--- config.mk ---
export PLATFORM = sky130hd
export DESIGN_NAME = robot_vacuum_multi_scheduler
export DESIGN_NICKNAME = d
export VERILOG_FILES = /design/src/rtl/robot_vacuum_multi_scheduler.sv
export SDC_FILE = /design/constraint.sdc
export NUM_CORES = 1
export LEC_CHECK = 0
export BUFFER_PORTS_ARGS = -buffer_cell sky130_fd_sc_hd__clkbuf_2
export CAP_MARGIN = 20
export CORE_MARGIN = 1
export CORE_UTILIZATION = 39
export DETAILED_ROUTE_END_ITERATION = 10
export GPL_ROUTABILITY_DRIVEN = 0
export PLACE_DENSITY = 0.55
export SLEW_MARGIN = 20
export SYNTH_ARGS = -nofsm -noshare
export SYNTH_HDL_FRONTEND = slang
export SYNTH_SLANG_ARGS = --single-unit
--- constraint.sdc ---
create_clock -name clk -period 7.1 [get_ports clk]
set_input_delay 0.355 -clock clk [delete_from_list [all_inputs] [get_ports clk]]
set_output_delay 0.355 -clock clk [all_outputs]
set_load 0.05 [all_outputs]
--- src/rtl/robot_vacuum_multi_scheduler.sv ---
// Multi-slot daily cleaning scheduler for the robot vacuum.
// Holds NUM_SLOTS programmable start times with per-slot run durations, requests a clean on a
// matching minute boundary and follows the run through the ack/done handshake with timed auto-stop.
// Optional feature macro: RVS_ACK_TIMEOUT_EN (abandon an unacknowledged start after ACK_TIMEOUT
// min_ticks and count it as a missed run).
module robot_vacuum_multi_scheduler #(
  parameter int NUM_SLOTS   = 4,
  parameter int DUR_W       = 8,
  parameter int MISS_W      = 4,
  parameter int ACK_TIMEOUT = 2,
  localparam int SW         = (NUM_SLOTS > 1) ? $clog2(NUM_SLOTS) : 1
) (
  input  logic              clk,
  input  logic              rst_n,
  input  logic [4:0]        hour,
  input  logic [5:0]        minute,
  input  logic              min_tick,
  input  logic              enable,
  input  logic              cfg_we,
  input  logic [SW-1:0]     cfg_slot,
  input  logic [4:0]        cfg_hour,
  input  logic [5:0]        cfg_minute,
  input  logic [DUR_W-1:0]  cfg_duration,
  input  logic              cfg_valid,
  input  logic              robot_ack,
  input  logic              robot_done,
  output logic              start_cleaning,
  output logic              stop_cleaning,
  output logic              busy,
  output logic [SW-1:0]     active_slot,
  output logic [MISS_W-1:0] missed_count
);

  if (NUM_SLOTS < 1 || ACK_TIMEOUT < 1) begin : g_bad_param
    $error("robot_vacuum_multi_scheduler: NUM_SLOTS and ACK_TIMEOUT must be >= 1");
  end

  typedef enum logic [1:0] {IDLE, REQ, RUN, STOP} state_t;

  state_t               state, state_nxt;
  logic [4:0]           slot_hour  [NUM_SLOTS];
  logic [5:0]           slot_min   [NUM_SLOTS];
  logic [DUR_W-1:0]     slot_dur   [NUM_SLOTS];
  logic [NUM_SLOTS-1:0] slot_valid;
  logic [DUR_W-1:0]     remaining, remaining_nxt;
  logic [SW-1:0]        active_nxt;
  logic [MISS_W-1:0]    missed_nxt;
  logic                 hit;
  logic [SW-1:0]        hit_idx;
  logic                 timeout;

`ifdef RVS_ACK_TIMEOUT_EN
  localparam int TW = $clog2(ACK_TIMEOUT + 1);
  logic [TW-1:0] tmo_cnt;

  // Count min_ticks spent waiting for robot_ack; cleared whenever not in REQ.
  always_ff @(posedge clk or negedge rst_n) begin
    if (!rst_n)              tmo_cnt <= '0;
    else if (state != REQ)   tmo_cnt <= '0;
    else if (min_tick)       tmo_cnt <= tmo_cnt + 1'b1;
  end
`endif

  // Slot table: reset restores the default 10:00/60-minute slot 0; out-of-range writes are dropped.
  always_ff @(posedge clk or negedge rst_n) begin
    if (!rst_n) begin
      for (int unsigned i = 0; i < NUM_SLOTS; i++) begin
        slot_hour[i] <= (i == 0) ? 5'd10 : '0;
        slot_min[i]  <= '0;
        slot_dur[i]  <= (i == 0) ? DUR_W'(60) : '0;
      end
      slot_valid <= NUM_SLOTS'(1);
    end else if (cfg_we && (32'(cfg_slot) < NUM_SLOTS)) begin
      slot_hour[cfg_slot]  <= cfg_hour;
      slot_min[cfg_slot]   <= cfg_minute;
      slot_dur[cfg_slot]   <= cfg_duration;
      slot_valid[cfg_slot] <= cfg_valid;
    end
  end

  // Lowest-index enabled slot matching the current minute, qualified by min_tick and enable.
  always_comb begin
    hit     = 1'b0;
    hit_idx = '0;
    for (int unsigned i = 0; i < NUM_SLOTS; i++) begin
      if (!hit && min_tick && enable && slot_valid[i] &&
          hour == slot_hour[i] && minute == slot_min[i]) begin
        hit     = 1'b1;
        hit_idx = SW'(i);
      end
    end
  end

  // Next-state, run-length countdown and missed-run accounting.
  // A zero duration latches remaining=0, which is never decremented, so only robot_done ends it.
  always_comb begin
    state_nxt     = state;
    remaining_nxt = remaining;
    active_nxt    = active_slot;
    timeout       = 1'b0;
    case (state)
      IDLE: if (hit) begin
        state_nxt     = REQ;
        active_nxt    = hit_idx;
        remaining_nxt = slot_dur[hit_idx];
      end
      REQ: begin
        if (robot_ack)   state_nxt = RUN;
        else if (!enable) state_nxt = IDLE;
`ifdef RVS_ACK_TIMEOUT_EN
        else if (min_tick && tmo_cnt == TW'(ACK_TIMEOUT - 1)) begin
          state_nxt = IDLE;
          timeout   = 1'b1;
        end
`endif
      end
      RUN: begin
        if (robot_done)    state_nxt = IDLE;
        else if (!enable)  state_nxt = STOP;
        else if (min_tick && remaining != '0) begin
          remaining_nxt = remaining - 1'b1;
          if (remaining == DUR_W'(1)) state_nxt = STOP;
        end
      end
      STOP: if (robot_done) state_nxt = IDLE;
      default: state_nxt = IDLE;
    endcase

    missed_nxt = missed_count;
    if (hit && state != IDLE && missed_nxt != '1) missed_nxt = missed_nxt + 1'b1;
    if (timeout && missed_nxt != '1)               missed_nxt = missed_nxt + 1'b1;
  end

  // State register with outputs registered from the next state.
  always_ff @(posedge clk or negedge rst_n) begin
    if (!rst_n) begin
      state          <= IDLE;
      remaining      <= '0;
      active_slot    <= '0;
      missed_count   <= '0;
      start_cleaning <= 1'b0;
      stop_cleaning  <= 1'b0;
      busy           <= 1'b0;
    end else begin
      state          <= state_nxt;
      remaining      <= remaining_nxt;
      active_slot    <= active_nxt;
      missed_count   <= missed_nxt;
      start_cleaning <= (state_nxt == REQ);
      stop_cleaning  <= (state_nxt == STOP);
      busy           <= (state_nxt != IDLE);
    end
  end

endmodule

==> metrics.csv <==
metric,value,unit
clockBufferDepth,2,
hpwl,8464,um
multi_input_area,2379,um2
numCtsBuffers,9,
die_w,114.7,um
dp_cells,620,
p_leak,2.487,nW
synth_cell_types,50,
whs,0.003991,ns
critPathLaunchType,flip-flop,
detail-route-antenna-nets,0,
grt_start_max_net_pins,56,
grt_overflow_total,0,
post-route-util,46.54,%
pin_count,49,
antenna_found_initial,0,
hp-class,in -> async,
grt_pass1_wl,18980,um
drv_cap,0,
yosysTopAreaCellShare,46.46,%
fmax,0.3559,GHz
cts_tree,built,
rsz0062_at_grt,false,
drive_above_1_share,34.62,%
crit_path_cell_trace,xnor2_1 -> nand4_1 -> nor4_4 -> o2bb2ai_1 -> o21ai_0 -> a211oi_1 -> o32a_1,
setup_tns,0,ns
numClockSinks,99,
drv_slew,0,
postCtsSetupBuffers,0,
finalNonFillerCells,636,
avgSynthCellArea,12.06,um2
peakVddDrop,0.0001275,V
tightest_slew,0.9780,ns
std_cell_rows,40,
coreArea,12210,um2
p_total,0.001422,W
ys_ff_latch,99,
period_share,39.57,%
syn2layout_area_growth,14.70,%
synthesis.area,4955,um2
die_area,13160,um2
wire_per_inst,18.40,um
slew_headroom,34.67,%
hold_viol,0,
post_cts_resized,0,
grt_pass1_vias,3513,
cp_max_fo,9,
synth_cells,411,
regArea,2486,um2
endpoint_kind,flip-flop,
path_buf_inv,0,
die_y,114.7,um
synth_edf_count,0,
drc_errors,0,
first_iter_violations,269,
synth-seq-area-share,50.18,%
cpLargestDelayFamily,compound AO/OA/AOI/OAI gates,
synth_ff_type,dfrtp_1,
fin_nets,506,
clkSlewWorstSetupHoldPaths,0.07,ns
async_flop_share,100.0,%
yosys-top-cells-area,"dfrtp_1 46%, mux2_2 18%, xor2_1 6.0%",
status,"finished, final reports clean",
ys_warn_count,0,
fillerInstances,1152,
grt.total_usage,19.42,%
initial_core_util,40.57,%
ctsHoldBuffers,0,
drt_pre_antenna_iters,4,
crit_arrival,3.05,ns
syn_nets,454,
cts_root_buffer,clkbuf_16,
yosys.area.top_type,dfrtp_1,
slowest_delay,0.66,ns
power_density,250.2,nW/um2
period_minus_slack,2.810,ns
path_class,reg -> reg,
final-setup-viol-count,0,
antennaDiodeCount,0,
avgViaCountPerCell,5.431,
routed_wl,11700,um
htreeDepth,3,
vias,3454,
insertion_delay,0.35,ns
cpMaxStageDelayCell,nor4_4,
io_buffer_count,48,
skew,0.008495,ns
cp.required,7.34,ns
==> through the flow <==
step	worst slack, ns	instance area (um2)
detailed placement	4.113	5404
CTS	4.238	5683
global placement	4.154	5404
global route	4.131	5683
finish	4.290	5683
floorplan	4.839	4955
==> synth_stat cells (all sizes together), types with 2 or more instances <==
cell / number
nand4: 7
inv: 13
o21ai: 12
xor2: 34
a31oi: 9
a311o: 3
ha: 3
o21a: 2
nand2: 19
nand3: 12
o32a: 2
xnor2: 12
a211oi: 5
o22ai: 2
a2111oi: 2
and2b: 2
mux2: 79
or2: 2
nor4: 22
a21oi: 9
nor2b: 2
a221oi: 2
dfstp: 7
nor2: 10
and3: 3
nor3: 5
nand3b: 3
dfrtp: 92
mux2i: 5
a21o: 3
nand2b: 2
clkbuf: 12
o211a: 4
==> layout by cell type (no fill, tap or decap), drive strengths merged, types with 4 or more instances in the layout <==
| cell type | n |
|---|---|
| xnor2 | 12 |
| dfstp | 7 |
| mux2 | 79 |
| nand2 | 19 |
| a21oi | 9 |
| nor3 | 5 |
| inv | 14 |
| nand3 | 12 |
| nor4 | 22 |
| a31oi | 9 |
| xor2 | 34 |
| clkbuf | 56 |
| nor2 | 10 |
| a211oi | 5 |
| o211a | 4 |
| o21ai | 12 |
| buf | 6 |
| nand4 | 7 |
| dfrtp | 92 |
| mux2i | 5 |
==> power by group <==
group / total (W) / internal [W] / switching, W
Combinational: 0.000248 / 0.000121 / 0.000127
Clock: 0.000458 / 0.000239 / 0.000219
Sequential: 0.000715 / 0.000659 / 0.0000568
==> path summary, 6_finish.rpt <==
check,from,slack (ns),cells after the start,endpoint
min,rst_n,0.004,1,missed_count[1]
min reg2reg,slot_dur[5],0.50,1,slot_dur[5]
min in group clk,cfg_duration[5],0.26,3,slot_dur[29]
max reg2reg,slot_min[17],4.29,7,remaining[6]
max,slot_min[17],4.29,7,remaining[6]
max in group asynchronous,rst_n,5.96,2,remaining[0]
==> per-layer routing <==
layer | wire length [um] | track usage [%]
met1 | 5620 | 26.94
met5 | 0 | 0
met2 | 5334 | 30.02
met4 | 208 | 8.312
met3 | 538 | 3.441
==> flip-flops by register name, summed over array words and instances (netlist names) <==
signal and cells:
busy 1, start_cleaning 1, slot_hour 20, slot_dur 32
missed_count 4, slot_min 24, slot_valid 4, remaining 8
state 2, active_slot 2, stop_cleaning 1
==> layout make-up <==
type / instances / area share [%]
Multi-Input combinational cell: 287 / 41.85
Clock inverter: 7 / 0.9467
Inverter: 13 / 0.8587
Timing Repair Buffer: 53 / 4.932
Clock buffer: 9 / 3.963
Tap cell: 168 / 3.699
Sequential cell: 99 / 43.75
==> kinds of logic (layout without fill, tap and decap cells) <==
| logic type | after synthesis | in the layout | share of synthesized area, % |
|---|---|---|---|
| flops | 99 | 99 | 50.18 |
| simple gates | 93 | 93 | 10.48 |
| mux | 84 | 84 | 18.96 |
| compound gates | 61 | 61 | 9.570 |
| xor+xnor | 46 | 46 | 8.131 |
| buf+inv | 25 | 82 | 1.919 |
| fa+ha+maj | 3 | 3 | 0.7577 |
Note: power is estimated with default switching activity, not from simulation.
